File: src/rtl/role_pix_proc.sv
// role_pix_proc: streaming per-pixel processing core.
// A two-stage pipeline with full backpressure. Stage 1 captures the beat and
// the configuration that belongs to its frame. Stage 2 holds the processed
// pixel for the output stream. A beat counter flags malformed line lengths,
// and a frame counter counts start-of-frame beats.
module role_pix_proc #(
   parameter int PIX_W    = 8,
   parameter int CH       = 3,
   parameter int LINE_LEN = 640,
   parameter int CNT_W    = 16
) (
   input  logic                role_clk,
   input  logic                role_rst_n,
   input  logic [1:0]          cfg_mode,
   input  logic [PIX_W-1:0]    cfg_param,
   input  logic [CH*PIX_W-1:0] s_axis_tdata,
   input  logic                s_axis_tvalid,
   output logic                s_axis_tready,
   input  logic                s_axis_tlast,
   input  logic                s_axis_tuser,
   output logic [CH*PIX_W-1:0] m_axis_tdata,
   output logic                m_axis_tvalid,
   input  logic                m_axis_tready,
   output logic                m_axis_tlast,
   output logic                m_axis_tuser,
   output logic [CNT_W-1:0]    frame_cnt,
   output logic                line_err,
   output logic                busy
);

   localparam int DW   = CH * PIX_W;
   localparam int LC_W = $clog2(LINE_LEN + 1);
   localparam logic [LC_W-1:0]  LINE_LEN_C = LC_W'(LINE_LEN);
   localparam logic [PIX_W-1:0] PIX_MAX    = {PIX_W{1'b1}};

   localparam logic [1:0] MODE_PASS   = 2'd0;
   localparam logic [1:0] MODE_INVERT = 2'd1;
   localparam logic [1:0] MODE_THRESH = 2'd2;
   localparam logic [1:0] MODE_SATADD = 2'd3;

   // Handshake and enable
   logic              out_en_reg;
   logic              adv1;
   logic              adv2;
   logic              accept;

   // Stage 1: captured beat plus the configuration of its frame
   logic              v1_reg;
   logic [DW-1:0]     data1_reg;
   logic              last1_reg;
   logic              user1_reg;
   logic [1:0]        mode1_reg;
   logic [PIX_W-1:0]  param1_reg;

   // Stage 2: processed beat presented downstream
   logic              v2_reg;
   logic [DW-1:0]     data2_reg;
   logic              last2_reg;
   logic              user2_reg;

   // Frame-level configuration, latched on start of frame
   logic [1:0]        shadow_mode_reg;
   logic [PIX_W-1:0]  shadow_param_reg;

   // Line-length check and frame counting
   logic [LC_W-1:0]   cnt_reg;
   logic [LC_W-1:0]   cnt_base;
   logic [LC_W-1:0]   cnt_inc;
   logic [LC_W-1:0]   cnt_next;
   logic              at_len;
   logic              bad_len;
   logic              line_err_reg;
   logic [CNT_W-1:0]  frame_cnt_reg;

   logic [DW-1:0]     result_comb;

   // A stage may take a new beat when it is empty or its contents move on.
   // out_en_reg keeps the input closed while reset is held and opens it on
   // the first clock after release.
   assign adv2          = !v2_reg | m_axis_tready;
   assign adv1          = !v1_reg | adv2;
   assign s_axis_tready = adv1 & out_en_reg;
   assign accept        = s_axis_tvalid & s_axis_tready;

   // Input enable: opens one clock after reset release
   always_ff @(posedge role_clk or negedge role_rst_n) begin
      if (!role_rst_n) begin
         out_en_reg <= 1'b0;
      end else begin
         out_en_reg <= 1'b1;
      end
   end

   // Frame configuration: sampled only by an accepted start-of-frame beat
   always_ff @(posedge role_clk or negedge role_rst_n) begin
      if (!role_rst_n) begin
         shadow_mode_reg  <= MODE_PASS;
         shadow_param_reg <= '0;
      end else if (accept && s_axis_tuser) begin
         shadow_mode_reg  <= cfg_mode;
         shadow_param_reg <= cfg_param;
      end
   end

   // Stage 1 register. A start-of-frame beat uses the live config,
   // because the shadow copy only updates on the same clock edge.
   always_ff @(posedge role_clk or negedge role_rst_n) begin
      if (!role_rst_n) begin
         v1_reg     <= 1'b0;
         data1_reg  <= '0;
         last1_reg  <= 1'b0;
         user1_reg  <= 1'b0;
         mode1_reg  <= MODE_PASS;
         param1_reg <= '0;
      end else begin
         if (adv1) begin
            v1_reg <= accept;
         end
         if (accept) begin
            data1_reg  <= s_axis_tdata;
            last1_reg  <= s_axis_tlast;
            user1_reg  <= s_axis_tuser;
            mode1_reg  <= s_axis_tuser ? cfg_mode  : shadow_mode_reg;
            param1_reg <= s_axis_tuser ? cfg_param : shadow_param_reg;
         end
      end
   end

   // Per-channel arithmetic on the stage-1 sample
   generate
      for (genvar gi = 0; gi < CH; gi++) begin : g_ch
         logic [PIX_W-1:0] x_ch;
         logic [PIX_W:0]   sum_ch;
         logic [PIX_W-1:0] y_ch;

         assign x_ch   = data1_reg[gi*PIX_W +: PIX_W];
         assign sum_ch = {1'b0, x_ch} + {1'b0, param1_reg};

         // Select the result for this channel; the add saturates at MAX
         always_comb begin
            y_ch = x_ch;
            case (mode1_reg)
               MODE_PASS:   y_ch = x_ch;
               MODE_INVERT: y_ch = PIX_MAX - x_ch;
               MODE_THRESH: y_ch = (x_ch >= param1_reg) ? PIX_MAX : '0;
               MODE_SATADD: y_ch = sum_ch[PIX_W] ? PIX_MAX : sum_ch[PIX_W-1:0];
               default:     y_ch = x_ch;
            endcase
         end

         assign result_comb[gi*PIX_W +: PIX_W] = y_ch;
      end
   endgenerate

   // Stage 2 register: holds the result stable until the sink takes it
   always_ff @(posedge role_clk or negedge role_rst_n) begin
      if (!role_rst_n) begin
         v2_reg    <= 1'b0;
         data2_reg <= '0;
         last2_reg <= 1'b0;
         user2_reg <= 1'b0;
      end else if (adv2) begin
         v2_reg <= v1_reg;
         if (v1_reg) begin
            data2_reg <= result_comb;
            last2_reg <= last1_reg;
            user2_reg <= user1_reg;
         end
      end
   end

   // A start-of-frame beat is always position 1 of its line. The line
   // closes either on tlast or on reaching LINE_LEN; a mismatch between
   // the two is a length error.
   assign cnt_base = s_axis_tuser ? '0 : cnt_reg;
   assign cnt_inc  = cnt_base + LC_W'(1);
   assign at_len   = (cnt_inc == LINE_LEN_C);
   assign bad_len  = s_axis_tlast ^ at_len;
   assign cnt_next = (s_axis_tlast || at_len) ? '0 : cnt_inc;

   // Beat position within the current line
   always_ff @(posedge role_clk or negedge role_rst_n) begin
      if (!role_rst_n) begin
         cnt_reg <= '0;
      end else if (accept) begin
         cnt_reg <= cnt_next;
      end
   end

   // Length-error pulse, one cycle after the offending beat
   always_ff @(posedge role_clk or negedge role_rst_n) begin
      if (!role_rst_n) begin
         line_err_reg <= 1'b0;
      end else begin
         line_err_reg <= accept & bad_len;
      end
   end

   // Frame counter; wraps naturally at its width
   always_ff @(posedge role_clk or negedge role_rst_n) begin
      if (!role_rst_n) begin
         frame_cnt_reg <= '0;
      end else if (accept && s_axis_tuser) begin
         frame_cnt_reg <= frame_cnt_reg + CNT_W'(1);
      end
   end

   assign m_axis_tdata  = data2_reg;
   assign m_axis_tvalid = v2_reg;
   assign m_axis_tlast  = last2_reg;
   assign m_axis_tuser  = user2_reg;
   assign frame_cnt     = frame_cnt_reg;
   assign line_err      = line_err_reg;
   assign busy          = v1_reg | v2_reg;

endmodule

File: config.mk
export PLATFORM = sky130hd
export DESIGN_NAME = role_pix_proc
export DESIGN_NICKNAME = d
export VERILOG_FILES = /design/src/rtl/role_pix_proc.sv
export SDC_FILE = /design/constraint.sdc
export NUM_CORES = 1
export LEC_CHECK = 0
export ABC_AREA = 1
export CORE_MARGIN = 8
export CORE_UTILIZATION = 45
export DETAILED_ROUTE_END_ITERATION = 12
export PLACE_DENSITY = 0.74
export SYNTH_ARGS = -nofsm -noshare
export SYNTH_HDL_FRONTEND = slang
export SYNTH_SLANG_ARGS = --single-unit
File: constraint.sdc
create_clock -name role_clk -period 2.4 [get_ports role_clk]
set_clock_uncertainty 0.05 [all_clocks]
set_input_delay 0.48 -clock role_clk [delete_from_list [all_inputs] [get_ports role_clk]]
set_output_delay 0.48 -clock role_clk [all_outputs]
set_load 0.02 [all_outputs]
# Word level (Yosys, flattened, before mapping)
# Index checks and enable logic that the tools add are counted.
# totals
out_inout_bits	46
word_cells	57
register_bits	102
input_bits	40
# op_classes
n_reduce_logical	6
eq_ne	4
n_bitwise	7
order_cmp	3
muxes	13
n_addsub	8
# op_table
op	count
$pmux 8 s4	3
$mux 8	7
$add 8x8->9	3
$ge 8x8->1	3
$sub 8x8->8 const A	3
$mux 10	2
$add 16x1->16 const B	1
$add 10x1->10 const B	1
$eq 10x10->1 const B	1
$eq 2x2->1 const B	2
$and 1x1->1	3
$or 1x1->1	3
$eq 2x1->1 const B	1
$logic_not 1->1	2
$logic_not 2->1	1
$mux 2	1
$reduce_and 2->1	1
$logic_and 1x1->1	1
$logic_or 1x1->1	1
$xor 1x1->1	1

# Longest topological paths before layout
# Gate-level depths: netlist of run 1.
# logic_depth
word_depth	6
depth_mapped	15
ltp_nobuf	15

# Worst setup path after synthesis of run 1
# No wires, ideal clock.
# synth_timing
kind	input-to-reg
start	input s_axis_tuser
end	register cnt_reg[7]
t_required_ns	2.224
arrival_ns	2.141
path_slack_ns	0.082
setup_time_ns	0.126
path_stages	14
cell_sequence	buf_6 nor2_1 ha_1 nand3_2 nor2_1 nand2_1 nor2_1 xor2_1 nand4_1 ha_1 nand2_1 inv_1 nand3_1 o21ai_0
# synth_via
elab_chain_cells	5
# synth_rtl
item	line	text
start, declared	20	input logic s_axis_tuser,
$mux 10 (*)	175	assign cnt_base = s_axis_tuser ? '0 : cnt_reg;
$add 10x1->10 (*)	176	assign cnt_inc = cnt_base + LC_W'(1);
$eq 10x10->1	177	assign at_len = (cnt_inc == LINE_LEN_C);
$logic_or 1x1->1	179	assign cnt_next = (s_axis_tlast || at_len) ? '0 : cnt_inc;
$mux 10 (*)	179	
end signal, assigned	186	cnt_reg <= cnt_next;
end, declared	66	logic [LC_W-1:0] cnt_reg;
# Mark *: on every way between the ends. The rest lies on a longest branch, timed or not.
# A chain may end at the register's enable or synchronous reset.

# Final worst setup path of run 1
# layout_timing
start	input m_axis_tready
end	output s_axis_tready
# layout_via
elab_chain_cells	3
# layout_rtl
item	line	text
start, declared	23	input logic m_axis_tready,
$or 1x1->1	80	assign adv2 = !v2_reg | m_axis_tready;
$or 1x1->1	81	assign adv1 = !v1_reg | adv2;
$and 1x1->1	82	assign s_axis_tready = adv1 & out_en_reg;
end, declared	18	output logic s_axis_tready,
# Every way passes these cells.

==> results of run 1 <==
-- power by group through the flow --
stage | Sequential, mW | Combinational, mW | Clock, mW
global route | 2.40 | 3.25 | 1.57
CTS | 2.34 | 2.90 | 1.51
finish | 2.34 | 2.89 | 1.47
floorplan | 2.58 | 1.55 | 0
detailed placement | 2.37 | 2.89 | 0
global placement | 2.37 | 2.85 | 0
-- logic make-up (layout without fill, tap and decap cells) --
logic type	count (synthesis)	count (layout)	share of synthesized area, %
other	1	1	0.0567
AOI/OAI and AO/OA	132	132	11.1
xor gates and xnor gates	25	25	3.31
buffers and inverters	133	259	7.86
DFF	102	102	38.6
and+or+nand+nor	432	432	28.5
adders and majority gates	54	54	10.6
-- layout make-up --
cell class,instances,share of cell area (%)
inverter,112,5.06
timing repair buffer,131,15.0
clock inverter,7,0.738
multi-input combinational,644,42.9
sequential,102,30.8
tap,184,2.77
clock buffer,9,2.71
-- stage by stage --
step	total power, mW	utilization (%)	TNS (ns)	hold slack, ns
finish	6.70	57.6	0	0.434
global route	7.22	57.6	-0.0166	0.456
CTS	6.75	57.4	0	0.439
detailed placement	5.26	55.3	-3.31	0.362
global placement	5.21	55.3	-2.82	0.362
floorplan	4.13	-	0	0.134
-- per-layer routing --
layer,part of all wire [%],global-route usage [%],vias up
met5,0,0,-
met4,1.4,5.25,0
met1,44,24.0,2755
li1,-,-,3039
met3,7.1,5.32,18
met2,48,31.0,156
-- repair_timing --
item                                   in CTS  in global routing
resized for setup                           1                  7
hold buffers                                1                  0
setup endpoints to repair                   1                 26
buffers inserted                            0                  1
endpoints found under the hold margin      23                  0
pin swaps                                   0                  2
-- how the worst min path moves through the flow --
stage                                 startpoint                      endpoint  depth (start not counted)
detailed placement                    role_rst_n  m_axis_tdata[14]$_DFFE_PN0P_                          1
global placement                      role_rst_n  m_axis_tdata[14]$_DFFE_PN0P_                          1
floorplan                             role_rst_n        cnt_reg[0]$_DFFE_PN0P_                          0
CTS                 m_axis_tdata[19]$_DFFE_PN0P_  m_axis_tdata[19]$_DFFE_PN0P_                          2
global route         m_axis_tdata[4]$_DFFE_PN0P_   m_axis_tdata[4]$_DFFE_PN0P_                          2
finish              m_axis_tdata[19]$_DFFE_PN0P_  m_axis_tdata[19]$_DFFE_PN0P_                          2
-- worst max-delay path, stage by stage --
cell and delay, ns:
clkdlybuf4s50_1 0.46, inv_1 0.06, nand3_2 0.06, nand2_1 0.06, inv_1 0.05, clkdlybuf4s50_1 0.59
-- layout by cell type, fill, tap and decap left out, types with 2 or more instances in the layout --
cell / netlist / layout
nand2_1: 281 / 280
inv_1: 110 / 110
dfrtp_1: 102 / 101
clkdlybuf4s50_1: 0 / 83
nor2_1: 58 / 56
o21ai_0: 52 / 52
a21oi_1: 49 / 49
ha_1: 51 / 49
nand3_1: 46 / 46
buf_4: 2 / 42
xor2_1: 18 / 18
nand4_1: 10 / 10
o221ai_1: 9 / 9
clkbuf_16: 0 / 9
xnor2_1: 7 / 7
nor2_4: 3 / 6
o22ai_1: 6 / 6
nor2_2: 7 / 6
nand2_2: 4 / 5
nand3b_1: 5 / 5
nor3_1: 5 / 5
o211ai_1: 4 / 4
o21ai_1: 4 / 4
buf_12: 0 / 4
nand3_2: 3 / 3
o21bai_1: 3 / 3
fa_1: 3 / 3
inv_6: 0 / 3
inv_2: 2 / 2
nor2_8: 2 / 2
or2_2: 2 / 2
a21oi_2: 2 / 2
ha_2: 0 / 2
inv_8: 0 / 2
==> reports/results.ini, run 1 <==
[timing]
fin_crit_sh_pct = 95.8
finalHoldViolations = 0
rsz0062_at_grt = true
fin_ws_ns = 0.100
finalCriticalPeriod_ns = 2.30
slew_viol_final = 0
fmax_mhz = 435
finalSetupViolations = 0

[synth]
synthFlopType = dfrtp_1
synthCells = 879
syn_area_per_cell_sq_um = 7.52
syn-cell-area_sq_um = 6610
ys_seq_elements = 102
synth_top_cells_by_area = dfrtp_1, nand2_1, ha_1
async_flop_share_pct = 100
post-synth-top-count-cell = nand2_1
synth_commonest_cells = nand2_1, inv_1, dfrtp_1, nor2_1, o21ai_0
netlist-cell-type-count = 41
mappedNetlistNets = 973
ys_seq_area_share_pct = 38.6
yosysTopAreaCell = dfrtp_1
yosysWarnings = 0
synth_edf_count = 0
synth_top_area_share_pct = 38.6

[pwr]
combPwrFrac_pct = 43.1
power_density_nw_per_um2 = 807
switchingPower_mw = 2.69
p_int_mw = 4.01
clockPowerShare_pct = 22.0
power.share.sequential_pct = 34.9
ir_drop_mv = 0.450
p_sw_share_pct = 40.1
p_leak_nw = 4.16

[global_route]
antenna_found_initial = 0
grt_usage_pct = 18.9
grt_pass1_vias = 5808
grt_overflow = 0
grt_max_degree = 53
grt_pass1_wl_um = 28200

[floorplan]
die_area_sq_um = 18800
start_util_pct = 45.8
die_x_um = 137
num_io_pins = 86
die_y_um = 137
core_area_sq_um = 14400
rows = 44

[final_layout]
area_growth_pct = 25.7
drive_gt1_share_pct = 9.75
diodes = 0
final_cell_area_sq_um = 8300
regArea_sq_um = 2550
layout.nets = 1094
nFillCells = 1315
final_cells = 1189
multi_input_area_sq_um = 3560

[route]
first_pass_iters = 5
drc_errors = 0
wl_per_cell_um = 14.3
viasPerCell = 5.02
vias = 5968
first_iter_violations = 321
wirelength_um = 17100
detail-route-antenna-nets = 0

[placed_design]
dp_slack_ns = -0.380
numPortBuffers = 85
place_area_sq_um = 7980
post-place-cells = 1171
gp_congestion = 0.926
dpl.hpwl_um = 13100

[critical_path]
worstPathArrival_ns = 1.77
crit_path_start_kind = input port
r2r-end = m_axis_tdata[18]$_DFFE_PN0P_
rr_worst_depth = 12
cp_data_required_time_ns = 1.87
criticalPathCategory = in -> out
crit_path_end_kind = primary output
cp_max_fo = 2
crit_end = s_axis_tready
r2r_start = param1_reg[0]$_DFFE_PN0P_
worst-r2r-setup-slack_ns = 0.21
crit_start = m_axis_tready

[cts]
cts_tree = yes
clkSlewWorstSetupHoldPaths_ns = 0.07
h-tree-depth = 3
cts-root-buf = clkbuf_16
clock_latency_ns = 0.37
clockBufferDepth = 2
numCtsBuffers = 9
cts_sinks = 102

[status]
status = finished, final reports clean

[hold_path]
hp-class = reg -> reg

[job]
maxCapViolCount = 0

Power figures use the tool's default switching activity.
==> run 2: changes to the inputs <==
--- a/config.mk
+++ b/config.mk
@@ -6,6 +6,7 @@
 export NUM_CORES = 1
 export LEC_CHECK = 0
 export ABC_AREA = 1
+export CAP_MARGIN = 20
 export CORE_MARGIN = 8
 export CORE_UTILIZATION = 45
 export DETAILED_ROUTE_END_ITERATION = 12
==> results of run 2 <==
Same layout as run 1: the final DEF is identical, and so are final timing and power.
==> run 3: changes to the inputs <==
--- a/config.mk
+++ b/config.mk
@@ -6,11 +6,10 @@
 export NUM_CORES = 1
 export LEC_CHECK = 0
 export ABC_AREA = 1
-export CAP_MARGIN = 20
 export CORE_MARGIN = 8
-export CORE_UTILIZATION = 45
+export CORE_UTILIZATION = 40
 export DETAILED_ROUTE_END_ITERATION = 12
-export PLACE_DENSITY = 0.74
+export PLACE_DENSITY = 0.68
 export SYNTH_ARGS = -nofsm -noshare
 export SYNTH_HDL_FRONTEND = slang
 export SYNTH_SLANG_ARGS = --single-unit
==> run 3 against run 2 <==
Net effect:
- first-iteration DRC count decreased by 15%
- cell area increased by 0.98%
- die area increased by 11%
- sequential power about the same
- setup slack improved by 0.022 ns
- via count decreased by 0.50%
- utilization decreased by 6.3 points
- sequential share of layout area decreased by 0.28 points
==> reports/results.ini, run 3 (synthesis gave the netlist of run 1 again) <==
[critical_path]
criticalPathCategory = in -> out
crit_path_start_kind = input port
cp_data_required_time_ns = 1.87
cp_max_fo = 2
worstPathArrival_ns = 1.75
crit_path_end_kind = primary output

[cts]
cts-root-buf = clkbuf_16
clockBufferDepth = 2
h-tree-depth = 3
cts_sinks = 102
cts_tree = yes
clock_latency_ns = 0.36
clkSlewWorstSetupHoldPaths_ns = 0.07
numCtsBuffers = 9

[timing]
fin_crit_sh_pct = 94.9
finalHoldViolations = 0
rsz0062_at_grt = false
fmax_mhz = 439
tightest_slew_ns = 0.552
finalCriticalPeriod_ns = 2.28
finalSetupViolations = 0
slew_viol_final = 0
slew_headroom_pct = 63.2

[final_layout]
final_cell_area_sq_um = 8390
final_common_cell = nand2_1
diodes = 0
utilization_pct = 51.3
final_cells = 1224
layout.nets = 1093
area_growth_pct = 26.9
drive_gt1_share_pct = 9.56
final_cell_mix = nand2_1, inv_1, dfrtp_1

[floorplan]
num_io_pins = 86
die_y_um = 145
rows = 47
die_x_um = 145
core_area_sq_um = 16300
die_area_sq_um = 20900
start_util_pct = 40.4

[global_route]
grt_max_degree = 103
grt_overflow = 0
grt_pass1_wl_um = 28900
grt_pass1_vias = 5886
grt_usage_pct = 17.4
antenna_found_initial = 0

[route]
drc_errors = 0
wl_per_cell_um = 14.1
vias = 5938
first_iter_violations = 272
viasPerCell = 4.85
highest-signal-layer = met4
first_pass_iters = 6
m1WireLength_um = 7800
wirelength_um = 17200
met2_length_um = 8180
wl_met3_um = 1080
detail-route-antenna-nets = 0

[hold_path]
hp-class = in -> async

[placed_design]
post-place-cells = 1206
gp_congestion = 0.872
numPortBuffers = 85
place_area_sq_um = 8030
dpl.hpwl_um = 13100

[job]
maxCapViolCount = 0

[pwr]
p_leak_nw = 4.18
power_density_nw_per_um2 = 815
design_power_total_mw = 6.83
ir_drop_mv = 0.516

[status]
status = finished, final reports clean

run 3: layout make-up:
type / count / area [sq um]
tap: 220 / 275
timing repair buffer: 130 / 1250
fill: 1663 / 7960
multi-input combinational: 644 / 3560
clock buffer: 9 / 225
sequential: 102 / 2550
inverter: 112 / 420
clock inverter: 7 / 101
run 3: worst max-delay path, stage by stage:
cell and delay, ns:
clkdlybuf4s50_1 0.45, inv_1 0.05, nand3_2 0.06, nand2_1 0.06
inv_1 0.05, clkdlybuf4s50_1 0.59
run 3: path summary, 6_finish.rpt:
| kind | startpoint | end | slack [ns] | cells past startpoint |
|---|---|---|---|---|
| worst min register to register | m_axis_tdata[18]$_DFFE_PN0P_ | m_axis_tdata[18]$_DFFE_PN0P_ | 0.43 | 2 |
| min in group role_clk | m_axis_tdata[18]$_DFFE_PN0P_ | m_axis_tdata[18]$_DFFE_PN0P_ | 0.43 | 2 |
| max in group asynchronous | role_rst_n | param1_reg[0]$_DFFE_PN0P_ | 1.73 | 2 |
| worst max register to register | param1_reg[0]$_DFFE_PN0P_ | m_axis_tdata[8]$_DFFE_PN0P_ | 0.19 | 12 |
| worst min-delay path | role_rst_n | m_axis_tdata[17]$_DFFE_PN0P_ | 0.13 | 2 |
| worst max-delay path | m_axis_tready | s_axis_tready | 0.12 | 6 |
run 3: timing repair:
action / in CTS / in global routing
pin swaps: 0 / 3
buffers inserted: 0 / 2
setup endpoints to repair: 1 / 25
hold endpoints to repair: 0 / 0
gates resized for setup: 1 / 5
hold buffers: 0 / 0
run 3: per-stage QoR:
stage / hold slack, ns / worst slack, ns / setup TNS, ns
2_1_floorplan: 0.134 / 0.0824 / 0
3_3_place_gp: 0.412 / -0.306 / -2.63
3_5_place_dp: 0.415 / -0.392 / -3.33
4_1_cts: 0.153 / 0.00648 / 0
5_1_grt: 0.179 / 0.00582 / 0
6_report: 0.135 / 0.122 / 0
run 3: power breakdown:
group	switching, mW	internal [mW]	leakage (nW)
sequential	0.274	2.06	1.28
combinational	1.68	1.23	2.75
clock	0.748	0.846	0.156
total	2.70	4.14	4.18
run 3: routing by layer:
layer  vias to the layer above  track usage [%]
met5                         -                0
met4                         0             3.40
met3                        18             4.66
met2                       140             28.8
met1                      2740             22.5
li1                       3040                -
